`config.mk`:
```
export PLATFORM = sky130hd
export DESIGN_NAME = config_word_loader_flat
export DESIGN_NICKNAME = d
export VERILOG_FILES = /design/src/rtl/config_word_loader_if.sv /design/src/rtl/config_word_loader.sv /design/src/flat_wrapper.sv
export SDC_FILE = /design/constraint.sdc
export NUM_CORES = 1
export LEC_CHECK = 0
export CORE_MARGIN = 8
export CORE_UTILIZATION = 53
export DETAILED_ROUTE_END_ITERATION = 16
export MAX_ROUTING_LAYER = met4
export PLACE_DENSITY = 0.94
export SYNTH_ARGS = -nofsm -noshare
export SYNTH_HDL_FRONTEND = slang
export SYNTH_SLANG_ARGS = --single-unit
```
`constraint.sdc`:
```
create_clock -name clk -period 12.14 [get_ports clk]
set_clock_uncertainty 0.1 [all_clocks]
set_input_delay 1.821 -clock clk [delete_from_list [all_inputs] [get_ports clk]]
set_output_delay 1.821 -clock clk [all_outputs]
set_load 0.01 [all_outputs]
```
`src/rtl/config_word_loader_if.sv`:
```
// config_word_loader_if
//   Bundles the configuration loader's stream input, latch-bank outputs and
//   session status into one interface.
//   master : drives io_start / io_in_valid / io_in_bits; observes the rest.
//   slave  : the loader itself.
//   Signals:
//     io_start                              begin a session (sampled in IDLE only)
//     io_in_valid / io_in_ready / io_in_bits  valid/ready word stream
//     io_d_out                              data bus to the latch bank
//     io_configs_en                         one-hot latch enables
//     io_word_idx                           index of the current word
//     io_busy / io_done / io_error          session status
interface config_word_loader_if #(
   parameter int NUM_WORDS = 46,
   parameter int WORD_W    = 32,
   parameter int IDX_W     = 6
);
   logic                 io_start;
   logic                 io_in_valid;
   logic                 io_in_ready;
   logic [WORD_W-1:0]    io_in_bits;
   logic [WORD_W-1:0]    io_d_out;
   logic [NUM_WORDS-1:0] io_configs_en;
   logic [IDX_W-1:0]     io_word_idx;
   logic                 io_busy;
   logic                 io_done;
   logic                 io_error;

   modport master (
      output io_start, io_in_valid, io_in_bits,
      input  io_in_ready, io_d_out, io_configs_en, io_word_idx,
             io_busy, io_done, io_error
   );

   modport slave (
      input  io_start, io_in_valid, io_in_bits,
      output io_in_ready, io_d_out, io_configs_en, io_word_idx,
             io_busy, io_done, io_error
   );
endinterface

```
`src/rtl/config_word_loader.sv`:
```
// config_word_loader
//   Loads a session of NUM_WORDS configuration words from a valid/ready
//   stream into a bank of transparent latches. Each word goes through
//   ACCEPT -> SETUP -> STROBE -> HOLD so the latch data bus is stable one
//   cycle before, during and one cycle after its enable pulse. A trailing
//   word is compared with the XOR of all data words; done/error are sticky
//   until the next start.
//   Ports:
//     clk    rising-edge clock
//     reset  asynchronous, active-high; returns to IDLE and drops enables
//     io     config_word_loader_if.slave (stream in, latch bus out, status)
module config_word_loader #(
   parameter int NUM_WORDS = 46,
   parameter int WORD_W    = 32,
   parameter int IDX_W     = 6
) (
   input  logic                 clk,
   input  logic                 reset,
   config_word_loader_if.slave  io
);

   typedef enum logic [2:0] {
      S_IDLE, S_ACCEPT, S_SETUP, S_STROBE, S_HOLD, S_CHECK
   } state_t;

   localparam logic [IDX_W-1:0]     LAST_IDX = IDX_W'(NUM_WORDS - 1);
   localparam logic [NUM_WORDS-1:0] EN_ONE   = NUM_WORDS'(1);

   state_t               state, state_nxt;
   logic [IDX_W-1:0]     idx;
   logic [WORD_W-1:0]    csum;
   logic [WORD_W-1:0]    d_q;
   logic [NUM_WORDS-1:0] en_q;
   logic                 done_q, err_q;
   logic                 ready, busy, fire;

   // state register
   always_ff @(posedge clk or posedge reset) begin
      if (reset) state <= S_IDLE;
      else       state <= state_nxt;
   end

   // next-state logic
   always_comb begin
      state_nxt = state;
      case (state)
         S_IDLE:   if (io.io_start) state_nxt = S_ACCEPT;
         S_ACCEPT: if (fire)        state_nxt = S_SETUP;
         S_SETUP:                   state_nxt = S_STROBE;
         S_STROBE:                  state_nxt = S_HOLD;
         S_HOLD:   state_nxt = (idx == LAST_IDX) ? S_CHECK : S_ACCEPT;
         S_CHECK:  if (fire)        state_nxt = S_IDLE;
         default:                   state_nxt = S_IDLE;
      endcase
   end

   // state-decoded outputs
   always_comb begin
      ready = 1'b0;
      busy  = 1'b1;
      case (state)
         S_IDLE:   busy  = 1'b0;
         S_ACCEPT: ready = 1'b1;
         S_CHECK:  ready = 1'b1;
         default:  ;
      endcase
   end

   assign fire = io.io_in_valid & ready;

   // Datapath. The enable register is loaded while in SETUP so the pulse
   // coincides exactly with STROBE and comes straight off a flop; it is
   // cleared in every other state, which bounds it to one cycle.
   always_ff @(posedge clk or posedge reset) begin
      if (reset) begin
         idx    <= '0;
         csum   <= '0;
         d_q    <= '0;
         en_q   <= '0;
         done_q <= 1'b0;
         err_q  <= 1'b0;
      end else begin
         en_q <= (state == S_SETUP) ? (EN_ONE << idx) : '0;
         case (state)
            S_IDLE: if (io.io_start) begin
               idx    <= '0;
               csum   <= '0;
               done_q <= 1'b0;
               err_q  <= 1'b0;
            end
            S_ACCEPT: if (fire) begin
               d_q  <= io.io_in_bits;
               csum <= csum ^ io.io_in_bits;
            end
            // idx saturates at the last word; HOLD routes to CHECK there
            S_HOLD: if (idx != LAST_IDX) idx <= idx + IDX_W'(1);
            S_CHECK: if (fire) begin
               err_q  <= (io.io_in_bits != csum);
               done_q <= 1'b1;
            end
            default: ;
         endcase
      end
   end

   assign io.io_in_ready   = ready;
   assign io.io_busy       = busy;
   assign io.io_d_out      = d_q;
   assign io.io_configs_en = en_q;
   assign io.io_word_idx   = idx;
   assign io.io_done       = done_q;
   assign io.io_error      = err_q;

endmodule

```
`src/flat_wrapper.sv`:
```
// flat-port wrapper written by rule: the top's interface ports become plain ports
module config_word_loader_flat 
#(
   parameter int NUM_WORDS = 46,
   parameter int WORD_W    = 32,
   parameter int IDX_W     = 6
)
  (clk, reset, io_io_start, io_io_in_valid, io_io_in_bits, io_io_in_ready, io_io_d_out, io_io_configs_en, io_io_word_idx, io_io_busy, io_io_done, io_io_error);
  config_word_loader_if #(.NUM_WORDS(NUM_WORDS), .WORD_W(WORD_W), .IDX_W(IDX_W)) io_i ();
  input  logic clk;
  input  logic reset;
  input wire logic [$bits(io_i.io_start)-1:0] io_io_start;
  input wire logic [$bits(io_i.io_in_valid)-1:0] io_io_in_valid;
  input wire logic [$bits(io_i.io_in_bits)-1:0] io_io_in_bits;
  output wire logic [$bits(io_i.io_in_ready)-1:0] io_io_in_ready;
  output wire logic [$bits(io_i.io_d_out)-1:0] io_io_d_out;
  output wire logic [$bits(io_i.io_configs_en)-1:0] io_io_configs_en;
  output wire logic [$bits(io_i.io_word_idx)-1:0] io_io_word_idx;
  output wire logic [$bits(io_i.io_busy)-1:0] io_io_busy;
  output wire logic [$bits(io_i.io_done)-1:0] io_io_done;
  output wire logic [$bits(io_i.io_error)-1:0] io_io_error;
  assign io_i.io_start = io_io_start;
  assign io_i.io_in_valid = io_io_in_valid;
  assign io_i.io_in_bits = io_io_in_bits;
  assign io_io_in_ready = io_i.io_in_ready;
  assign io_io_d_out = io_i.io_d_out;
  assign io_io_configs_en = io_i.io_configs_en;
  assign io_io_word_idx = io_i.io_word_idx;
  assign io_io_busy = io_i.io_busy;
  assign io_io_done = io_i.io_done;
  assign io_io_error = io_i.io_error;
  config_word_loader #(.NUM_WORDS(NUM_WORDS), .WORD_W(WORD_W), .IDX_W(IDX_W)) u_core (.clk(clk), .reset(reset), .io(io_i));
endmodule
```
==> results of run 1 <==
layer usage:
layer	vias to the layer above	GRT usage (%)
li1	1936	-
met1	2149	25.4
met2	212	38.6
met3	25	7.29
met4	0	9.33
met5	-	-
power by group through the flow:
| stage | combinational (mW) | sequential, mW | clock [mW] |
|---|---|---|---|
| final | 0.529 | 0.599 | 0.483 |
| after global routing | 0.581 | 0.612 | 0.507 |
| after CTS | 0.532 | 0.597 | 0.488 |
| after detailed placement | 0.519 | 0.600 | 0 |
| after global placement | 0.497 | 0.591 | 0 |
| after floorplan | 0.280 | 0.601 | 0 |
state kept, by name, summed over array words and instances (netlist names):
name / count
u_core.io.io_configs_en: 46
u_core.csum: 32
u_core.io.io_d_out: 32
u_core.io.io_word_idx: 6
u_core.state: 3
u_core.io.io_done: 1
u_core.io.io_error: 1
layout make-up:
class                           count  share of cell area, %
Tap cell                          111                   2.02
Timing Repair Buffer              127                   18.3
Inverter                           10                  0.582
Clock buffer                       19                   6.27
Sequential cell                   121                   44.0
Multi-Input combinational cell    362                   26.7
Clock inverter                     13                   2.15
cells in the final DEF, fill, tap and decap left out, drive strengths merged, types with 2 or more instances in the layout:
cell | synthesis | layout
bufinv | 0 | 2
clkinv | 0 | 7
xor2 | 17 | 17
nor4 | 7 | 7
o21ai | 69 | 69
nor2 | 82 | 82
buf | 7 | 4
xnor2 | 8 | 8
clkbuf | 14 | 19
o31ai | 3 | 3
nand3 | 4 | 4
nand4 | 5 | 5
a22o | 7 | 7
clkdlybuf4s50 | 0 | 123
inv | 10 | 11
dfrtp | 121 | 121
a21oi | 7 | 7
ha | 6 | 6
nand2b | 4 | 4
clkinvlp | 0 | 3
nand2 | 114 | 114
nor3 | 2 | 2
nor2b | 16 | 16
metrics by stage:
step	instances	util [%]	worst slack, ns
final	763	74.8	8.25
after global routing	763	74.8	8.12
after global placement	731	68.5	8.31
after detailed placement	731	68.5	8.21
after floorplan	514	-	7.00
after CTS	763	74.8	8.22
cells by family after synthesis:
kind of cell             after synthesis  share of synthesized area [%]
buffers and inverters                 31                           2.61
XOR/XNOR                              25                           4.39
flip-flops                           121                           60.7
adder cells (fa/ha/maj)                6                           1.50
AND/OR/NAND/NOR                      239                           20.5
AO/OA/AOI/OAI                         92                           10.4
critical path, cell delays in order, from the launching register on:
cell                              delay (ns)
sky130_fd_sc_hd__dfrtp_1                0.54
sky130_fd_sc_hd__nor2b_1                0.33
sky130_fd_sc_hd__clkdlybuf4s50_1        0.60
worst min path at each step:
| stage | from | to | cells past startpoint |
|---|---|---|---|
| final | u_core.io.io_d_out[23] | u_core.io.io_d_out[23] | 2 |
| after global routing | u_core.io.io_d_out[16] | u_core.io.io_d_out[16] | 2 |
| after detailed placement | u_core.io.io_d_out[9] | u_core.io.io_d_out[9] | 2 |
| after floorplan | u_core.csum[0] | u_core.csum[0] | 1 |
| after global placement | u_core.io.io_d_out[2] | u_core.io.io_d_out[2] | 2 |
| after CTS | u_core.io.io_d_out[9] | u_core.io.io_d_out[9] | 2 |
==> metrics.txt, run 1 <==
# TYPE chip_impl_metric gauge
chip_impl_info{name="yosys-top-cells-area",value="sky130_fd_sc_hd__dfrtp_1 61%, sky130_fd_sc_hd__nand2_1 8.5%, sky130_fd_sc_hd__o21ai_0 6.1%, sky130_fd_sc_hd__nor2_1 6.1%, sky130_fd_sc_hd__xor2_1 3.0%"} 1
chip_impl_metric{name="period_utilisation_layout",unit="%"} 32.1
chip_impl_metric{name="share_clk_of_total_power",unit="%"} 30.0
chip_impl_metric{name="vias",unit=""} 4322
chip_impl_metric{name="setup_total_negative_slack",unit="ns"} 0
chip_impl_metric{name="final_nets",unit=""} 681
chip_impl_info{name="tritoncts_clock_tree",value="done"} 1
chip_impl_info{name="status",value="complete, no violations"} 1
chip_impl_info{name="setup_repair_after_global_routing_missed_its_margin",value="no"} 1
chip_impl_metric{name="powerDensity",unit="mW/mm^2"} 234
chip_impl_metric{name="ff2ff_setup_slack",unit="ns"} 9.50
chip_impl_metric{name="grt_overflow_total",unit=""} 0
chip_impl_metric{name="cts_max_level",unit=""} 4
chip_impl_metric{name="power.share.combinational",unit="%"} 32.8
chip_impl_metric{name="final.min_clock_period",unit="ns"} 3.89
chip_impl_metric{name="routedWlPerCell",unit="um"} 18.5
chip_impl_metric{name="critPathMaxFanout",unit=""} 12
chip_impl_metric{name="cts_made_buffers",unit=""} 17
chip_impl_metric{name="max-clock-path-buffers",unit=""} 2
chip_impl_metric{name="fill_count",unit=""} 599
chip_impl_info{name="cts-root-buf",value="sky130_fd_sc_hd__clkbuf_8"} 1
chip_impl_metric{name="final-setup-viol-count",unit=""} 0
chip_impl_metric{name="grt_antenna_before_repair",unit=""} 0
chip_impl_metric{name="ys_async_sr_fraction",unit="%"} 100
chip_impl_metric{name="syn_warnings",unit=""} 0
chip_impl_metric{name="number_of_global_route_vias_before_repair",unit=""} 4630
chip_impl_metric{name="detail_route.wirelength",unit="um"} 14100
chip_impl_metric{name="register_bit_total_from_synthesis",unit=""} 121
chip_impl_info{name="highest-signal-layer",value="met4"} 1
chip_impl_metric{name="critPathRequiredTime",unit="ns"} 10.22
chip_impl_metric{name="clkLatencyLatePin",unit="ns"} 0.50
chip_impl_metric{name="internal-power",unit="mW"} 1.04
chip_impl_metric{name="drive_gt1_share",unit="%"} 5.83
chip_impl_metric{name="sw_frac_of_total",unit="%"} 35.6
chip_impl_info{name="worst-setup-path-type",value="flop to output pin"} 1
chip_impl_metric{name="wirelength_met1",unit="um"} 5460
chip_impl_metric{name="placement.io_buffers",unit=""} 123
chip_impl_metric{name="synth_enable_flop_cells",unit=""} 0
chip_impl_metric{name="globalplace.congestion",unit=""} 0.804
chip_impl_metric{name="wl_met3",unit="um"} 1180
chip_impl_metric{name="postSynthAreaPerCell",unit="sq um"} 9.71
chip_impl_metric{name="final-seq-area",unit="sq mm"} 0.00303
chip_impl_metric{name="cp_data_arrival_time",unit="ns"} 1.97
chip_impl_metric{name="yosysSeqAreaShare",unit="%"} 60.7
chip_impl_metric{name="drt_first_iter_violations",unit=""} 330
chip_impl_metric{name="ys_types",unit=""} 35
chip_impl_metric{name="hold-worst-slack",unit="ns"} 0.373
chip_impl_metric{name="dp_hpwl",unit="um"} 9420
chip_impl_info{name="critical_path_destination",value="io_io_in_ready"} 1
chip_impl_metric{name="std_cell_rows",unit=""} 35
chip_impl_metric{name="cts.reportedPaths.clkPinSlew",unit="ns"} 0.06
chip_impl_metric{name="max_slew_margin",unit="%"} 47.7
chip_impl_info{name="synth_commonest_cells",value="121 x sky130_fd_sc_hd__dfrtp_1, 113 x sky130_fd_sc_hd__nand2_1, 81 x sky130_fd_sc_hd__nor2_1, 61 x sky130_fd_sc_hd__o21ai_0, 17 x sky130_fd_sc_hd__xor2_1"} 1
chip_impl_metric{name="multi_input_comb_area",unit="sq mm"} 0.00183
chip_impl_info{name="hp-class",value="flop to flop"} 1
chip_impl_metric{name="dr_vias_cell",unit=""} 5.66
chip_impl_metric{name="seqPwrFrac",unit="%"} 37.2
chip_impl_metric{name="cts.repair_timing.setup_buffer_count",unit=""} 0
chip_impl_info{name="commonest_register_cell_after_synthesis",value="sky130_fd_sc_hd__dfrtp_1"} 1
chip_impl_metric{name="floorplan.die_area",unit="sq mm"} 0.0128
chip_impl_metric{name="cts-resized-gates",unit=""} 0
chip_impl_metric{name="initial_utilization",unit="%"} 54.3
chip_impl_metric{name="router_iterations_before_antenna_repair",unit=""} 5
chip_impl_info{name="synthMostInstantiatedCell",value="sky130_fd_sc_hd__dfrtp_1"} 1
chip_impl_metric{name="antennaDiodeCount",unit=""} 0
chip_impl_info{name="netlist.top_cell.by_area",value="sky130_fd_sc_hd__dfrtp_1"} 1
chip_impl_metric{name="worst_reg_to_reg_path_cell_count",unit=""} 7
chip_impl_metric{name="synth_largest_type_area_fraction",unit="%"} 60.7
chip_impl_info{name="timing.critical_path.from",value="u_core.state[0]"} 1
chip_impl_metric{name="finalPower",unit="mW"} 1.61
chip_impl_metric{name="die-height",unit="um"} 113
chip_impl_metric{name="synthesis.instances",unit=""} 514
chip_impl_metric{name="grt_use_total",unit="%"} 23.2
chip_impl_metric{name="drv.max_cap_violation_count",unit=""} 0
chip_impl_metric{name="switching_power",unit="mW"} 0.574
chip_impl_metric{name="post-route-drc-count",unit=""} 0
chip_impl_metric{name="area_delta_synth_final",unit="%"} 37.8
chip_impl_metric{name="power_leakage",unit="nW"} 3.12
chip_impl_metric{name="timing.final.max_slew_violations",unit=""} 0
chip_impl_metric{name="detailroute.wirelength.met2",unit="um"} 7180
chip_impl_metric{name="io_pins",unit=""} 124
chip_impl_info{name="worstSetupStartpointType",value="flop"} 1
chip_impl_metric{name="max_slew.worst_pin.slew",unit="ns"} 0.785
chip_impl_metric{name="mappedNetlistArea",unit="sq mm"} 0.00499
chip_impl_metric{name="layout.cell_area.non_filler",unit="sq mm"} 0.00688
chip_impl_info{name="worst_setup_path_end_kind",value="output pin"} 1
chip_impl_metric{name="hold_viol_final",unit=""} 0
chip_impl_metric{name="grt_start_max_net_pins",unit=""} 65
chip_impl_metric{name="post_cts_hold_buffer_count",unit=""} 0
chip_impl_metric{name="irDropWorstVdd",unit="V"} 0.000114
chip_impl_metric{name="detail-route-antenna-nets",unit=""} 0
chip_impl_metric{name="core_ar",unit="sq mm"} 0.00920
chip_impl_info{name="worst_r2r_startpoint",value="u_core.state[0]"} 1
chip_impl_metric{name="grt_first_pass_wirelength",unit="um"} 22600
chip_impl_metric{name="max_clock_freq",unit="GHz"} 0.257
chip_impl_metric{name="detailed_place.area",unit="sq mm"} 0.00630
chip_impl_info{name="worst_r2r_endpoint",value="u_core.csum[18]"} 1
chip_impl_metric{name="chipWidth",unit="um"} 113
chip_impl_metric{name="clock_sinks",unit=""} 121
chip_impl_metric{name="synth.net_count",unit=""} 556
Power figures use the tool's default switching activity.
==> inputs of run 2 (changes only) <==
- CORE_UTILIZATION: 53 -> 44
- PLACE_DENSITY: 0.94 -> 0.84
- clock period: 12.14 -> 3.57 ns (I/O delays scaled with it)
==> run 2 against run 1 <==
Effect of this change:
- via count decreased by 3.2%
- utilization down 13 points
- largest cell class unchanged
- die area increased by 17%
- first-iteration DRC count rose by 52%
- critical path depth rose by 5
- highest routed layer unchanged
- clock-buffer cell count grew 2
==> metrics.txt, run 2 (same netlist as run 1, synthesis figures left out) <==
# TYPE chip_impl_metric gauge
chip_impl_info{name="status",value="complete, no violations"} 1
chip_impl_metric{name="std_cell_rows",unit=""} 39
chip_impl_metric{name="detailed_place.area",unit="sq mm"} 0.00638
chip_impl_metric{name="placement.io_buffers",unit=""} 123
chip_impl_metric{name="number_of_global_route_vias_before_repair",unit=""} 4324
chip_impl_info{name="worst-setup-path-type",value="flop to flop"} 1
chip_impl_metric{name="drive_gt1_share",unit="%"} 5.67
chip_impl_metric{name="max_reg_flops",unit=""} 46
chip_impl_metric{name="drv.max_cap_violation_count",unit=""} 0
chip_impl_metric{name="io_pins",unit=""} 124
chip_impl_metric{name="hold_viol_final",unit=""} 0
chip_impl_metric{name="cts-resized-gates",unit=""} 0
chip_impl_metric{name="switching_power",unit="mW"} 1.88
chip_impl_metric{name="grt_antenna_before_repair",unit=""} 0
chip_impl_metric{name="max_clock_freq",unit="GHz"} 0.384
chip_impl_metric{name="max_slew.worst_pin.slew",unit="ns"} 0.961
chip_impl_metric{name="antennaDiodeCount",unit=""} 0
chip_impl_metric{name="dp_hpwl",unit="um"} 9540
chip_impl_metric{name="final_nets",unit=""} 682
chip_impl_metric{name="dr_vias_cell",unit=""} 5.26
chip_impl_info{name="layout_commonest_cell",value="sky130_fd_sc_hd__clkdlybuf4s50_1"} 1
chip_impl_metric{name="timing.final.max_slew_violations",unit=""} 0
chip_impl_metric{name="irDropWorstVdd",unit="V"} 0.000428
chip_impl_metric{name="vias",unit=""} 4185
chip_impl_metric{name="cts_made_buffers",unit=""} 17
chip_impl_metric{name="critPathRequiredTime",unit="ns"} 3.73
chip_impl_metric{name="cts_max_level",unit=""} 4
chip_impl_metric{name="grt_use_total",unit="%"} 19.5
chip_impl_metric{name="detail-route-antenna-nets",unit=""} 0
chip_impl_metric{name="die-height",unit="um"} 123
chip_impl_metric{name="power_leakage",unit="nW"} 3.13
chip_impl_info{name="setup_repair_after_global_routing_missed_its_margin",value="no"} 1
chip_impl_metric{name="seqPwrFrac",unit="%"} 37.3
chip_impl_metric{name="grt_start_max_net_pins",unit=""} 45
chip_impl_metric{name="max-clock-path-buffers",unit=""} 2
chip_impl_metric{name="post_cts_hold_buffer_count",unit=""} 0
chip_impl_info{name="commonest_non_fill_non_tap_cells_in_the_layout",value="123 x sky130_fd_sc_hd__clkdlybuf4s50_1, 121 x sky130_fd_sc_hd__dfrtp_1, 113 x sky130_fd_sc_hd__nand2_1"} 1
chip_impl_metric{name="grt_overflow_total",unit=""} 0
chip_impl_metric{name="area_delta_synth_final",unit="%"} 39.2
chip_impl_metric{name="critPathMaxFanout",unit=""} 37
chip_impl_metric{name="detail_route.wirelength",unit="um"} 13900
chip_impl_metric{name="clock_sinks",unit=""} 121
chip_impl_metric{name="final.min_clock_period",unit="ns"} 2.60
chip_impl_metric{name="drt_first_iter_violations",unit=""} 502
chip_impl_metric{name="routedWlPerCell",unit="um"} 17.5
chip_impl_metric{name="placed_cells_incl_taps",unit=""} 764
chip_impl_metric{name="clkLatencyLatePin",unit="ns"} 0.40
chip_impl_info{name="cts-root-buf",value="sky130_fd_sc_hd__clkbuf_16"} 1
chip_impl_metric{name="final-setup-viol-count",unit=""} 0
chip_impl_metric{name="chipWidth",unit="um"} 123
chip_impl_info{name="worstSetupStartpointType",value="flop"} 1
chip_impl_metric{name="setup_total_negative_slack",unit="ns"} 0
chip_impl_info{name="worst_setup_path_end_kind",value="flop"} 1
chip_impl_metric{name="hold-worst-slack",unit="ns"} 0.376
chip_impl_metric{name="internal-power",unit="mW"} 3.56
chip_impl_metric{name="sw_frac_of_total",unit="%"} 34.5
chip_impl_metric{name="router_iterations_before_antenna_repair",unit=""} 5
chip_impl_metric{name="floorplan.die_area",unit="sq mm"} 0.0150
chip_impl_metric{name="globalplace.congestion",unit=""} 0.824
chip_impl_info{name="tritoncts_clock_tree",value="done"} 1
chip_impl_metric{name="cts.reportedPaths.clkPinSlew",unit="ns"} 0.05
chip_impl_metric{name="cp_data_arrival_time",unit="ns"} 2.76
chip_impl_metric{name="initial_utilization",unit="%"} 44.5
chip_impl_metric{name="max_slew_margin",unit="%"} 35.8
chip_impl_info{name="hp-class",value="flop to flop"} 1
chip_impl_metric{name="powerDensity",unit="mW/mm^2"} 783
chip_impl_metric{name="cts.repair_timing.setup_buffer_count",unit=""} 0
chip_impl_metric{name="power.share.combinational",unit="%"} 32.5
chip_impl_metric{name="layout.cell_area.non_filler",unit="sq mm"} 0.00695
chip_impl_metric{name="post-route-drc-count",unit=""} 0
chip_impl_metric{name="grt_first_pass_wirelength",unit="um"} 22100
chip_impl_metric{name="period_utilisation_layout",unit="%"} 72.9
chip_impl_metric{name="core_ar",unit="sq mm"} 0.0112
chip_impl_metric{name="share_clk_of_total_power",unit="%"} 30.2
chip_impl_metric{name="layoutNonFillerInstCount",unit=""} 796
## run 2: power by group through the flow
stage / Combinational (mW) / Sequential, mW / Clock (mW)
floorplan: 0.953 / 2.04 / 0
global placement: 1.69 / 2.01 / 0
detailed placement: 1.76 / 2.04 / 0
CTS: 1.78 / 2.02 / 1.67
global route: 1.94 / 2.07 / 1.73
finish: 1.77 / 2.03 / 1.64
## run 2: routing by layer
| layer | routed length (um) | up-vias | GRT usage [%] |
|---|---|---|---|
| li1 | - | 1948 | - |
| met1 | 5630 | 2042 | 22.8 |
| met2 | 6740 | 171 | 30.7 |
| met3 | 1350 | 24 | 7.36 |
| met4 | 207 | 0 | 6.40 |
| met5 | 0 | - | - |
## run 2: final timing paths
path | start | endpoint | slack (ns) | depth (start not counted)
setup / recovery | u_core.state[2] | u_core.csum[26] | 0.97 | 7
hold / removal | u_core.io.io_d_out[21] | u_core.io.io_d_out[21] | 0.38 | 2
setup reg to reg | u_core.state[2] | u_core.csum[26] | 0.97 | 7
hold reg to reg | u_core.io.io_d_out[21] | u_core.io.io_d_out[21] | 0.38 | 2
max in group asynchronous | reset | u_core.io.io_configs_en[36] | 2.07 | 3
min in group asynchronous | reset | u_core.io.io_word_idx[2] | 0.59 | 2
## run 2: stage by stage
stage	utilization (%)	setup slack [ns]	total power, mW
after floorplan	-	1.45	3.00
after global placement	56.8	0.810	3.70
after detailed placement	56.8	0.747	3.79
after CTS	61.9	0.971	5.48
after global routing	61.9	0.834	5.74
final	61.9	0.966	5.44
## run 2: worst max-delay path, stage by stage (launching register included)
cell and delay [ns]:
sky130_fd_sc_hd__dfrtp_1 0.52, sky130_fd_sc_hd__or3b_1 0.42, sky130_fd_sc_hd__buf_4 0.26, sky130_fd_sc_hd__nor2_8 0.45, sky130_fd_sc_hd__a21oi_1 0.08, sky130_fd_sc_hd__buf_4 0.24, sky130_fd_sc_hd__o21ai_0 0.22, sky130_fd_sc_hd__o21ai_0 0.15
## run 2: area by class of cell
| cell class | instances | area (sq um) |
|---|---|---|
| well taps | 143 | 179 |
| clock inverters | 11 | 121 |
| fillers | 922 | 4280 |
| clock buffers | 21 | 450 |
| flip-flops and latches | 121 | 3030 |
| inverters | 10 | 41.3 |
| repair buffers | 128 | 1290 |
| multi-input cells | 362 | 1830 |
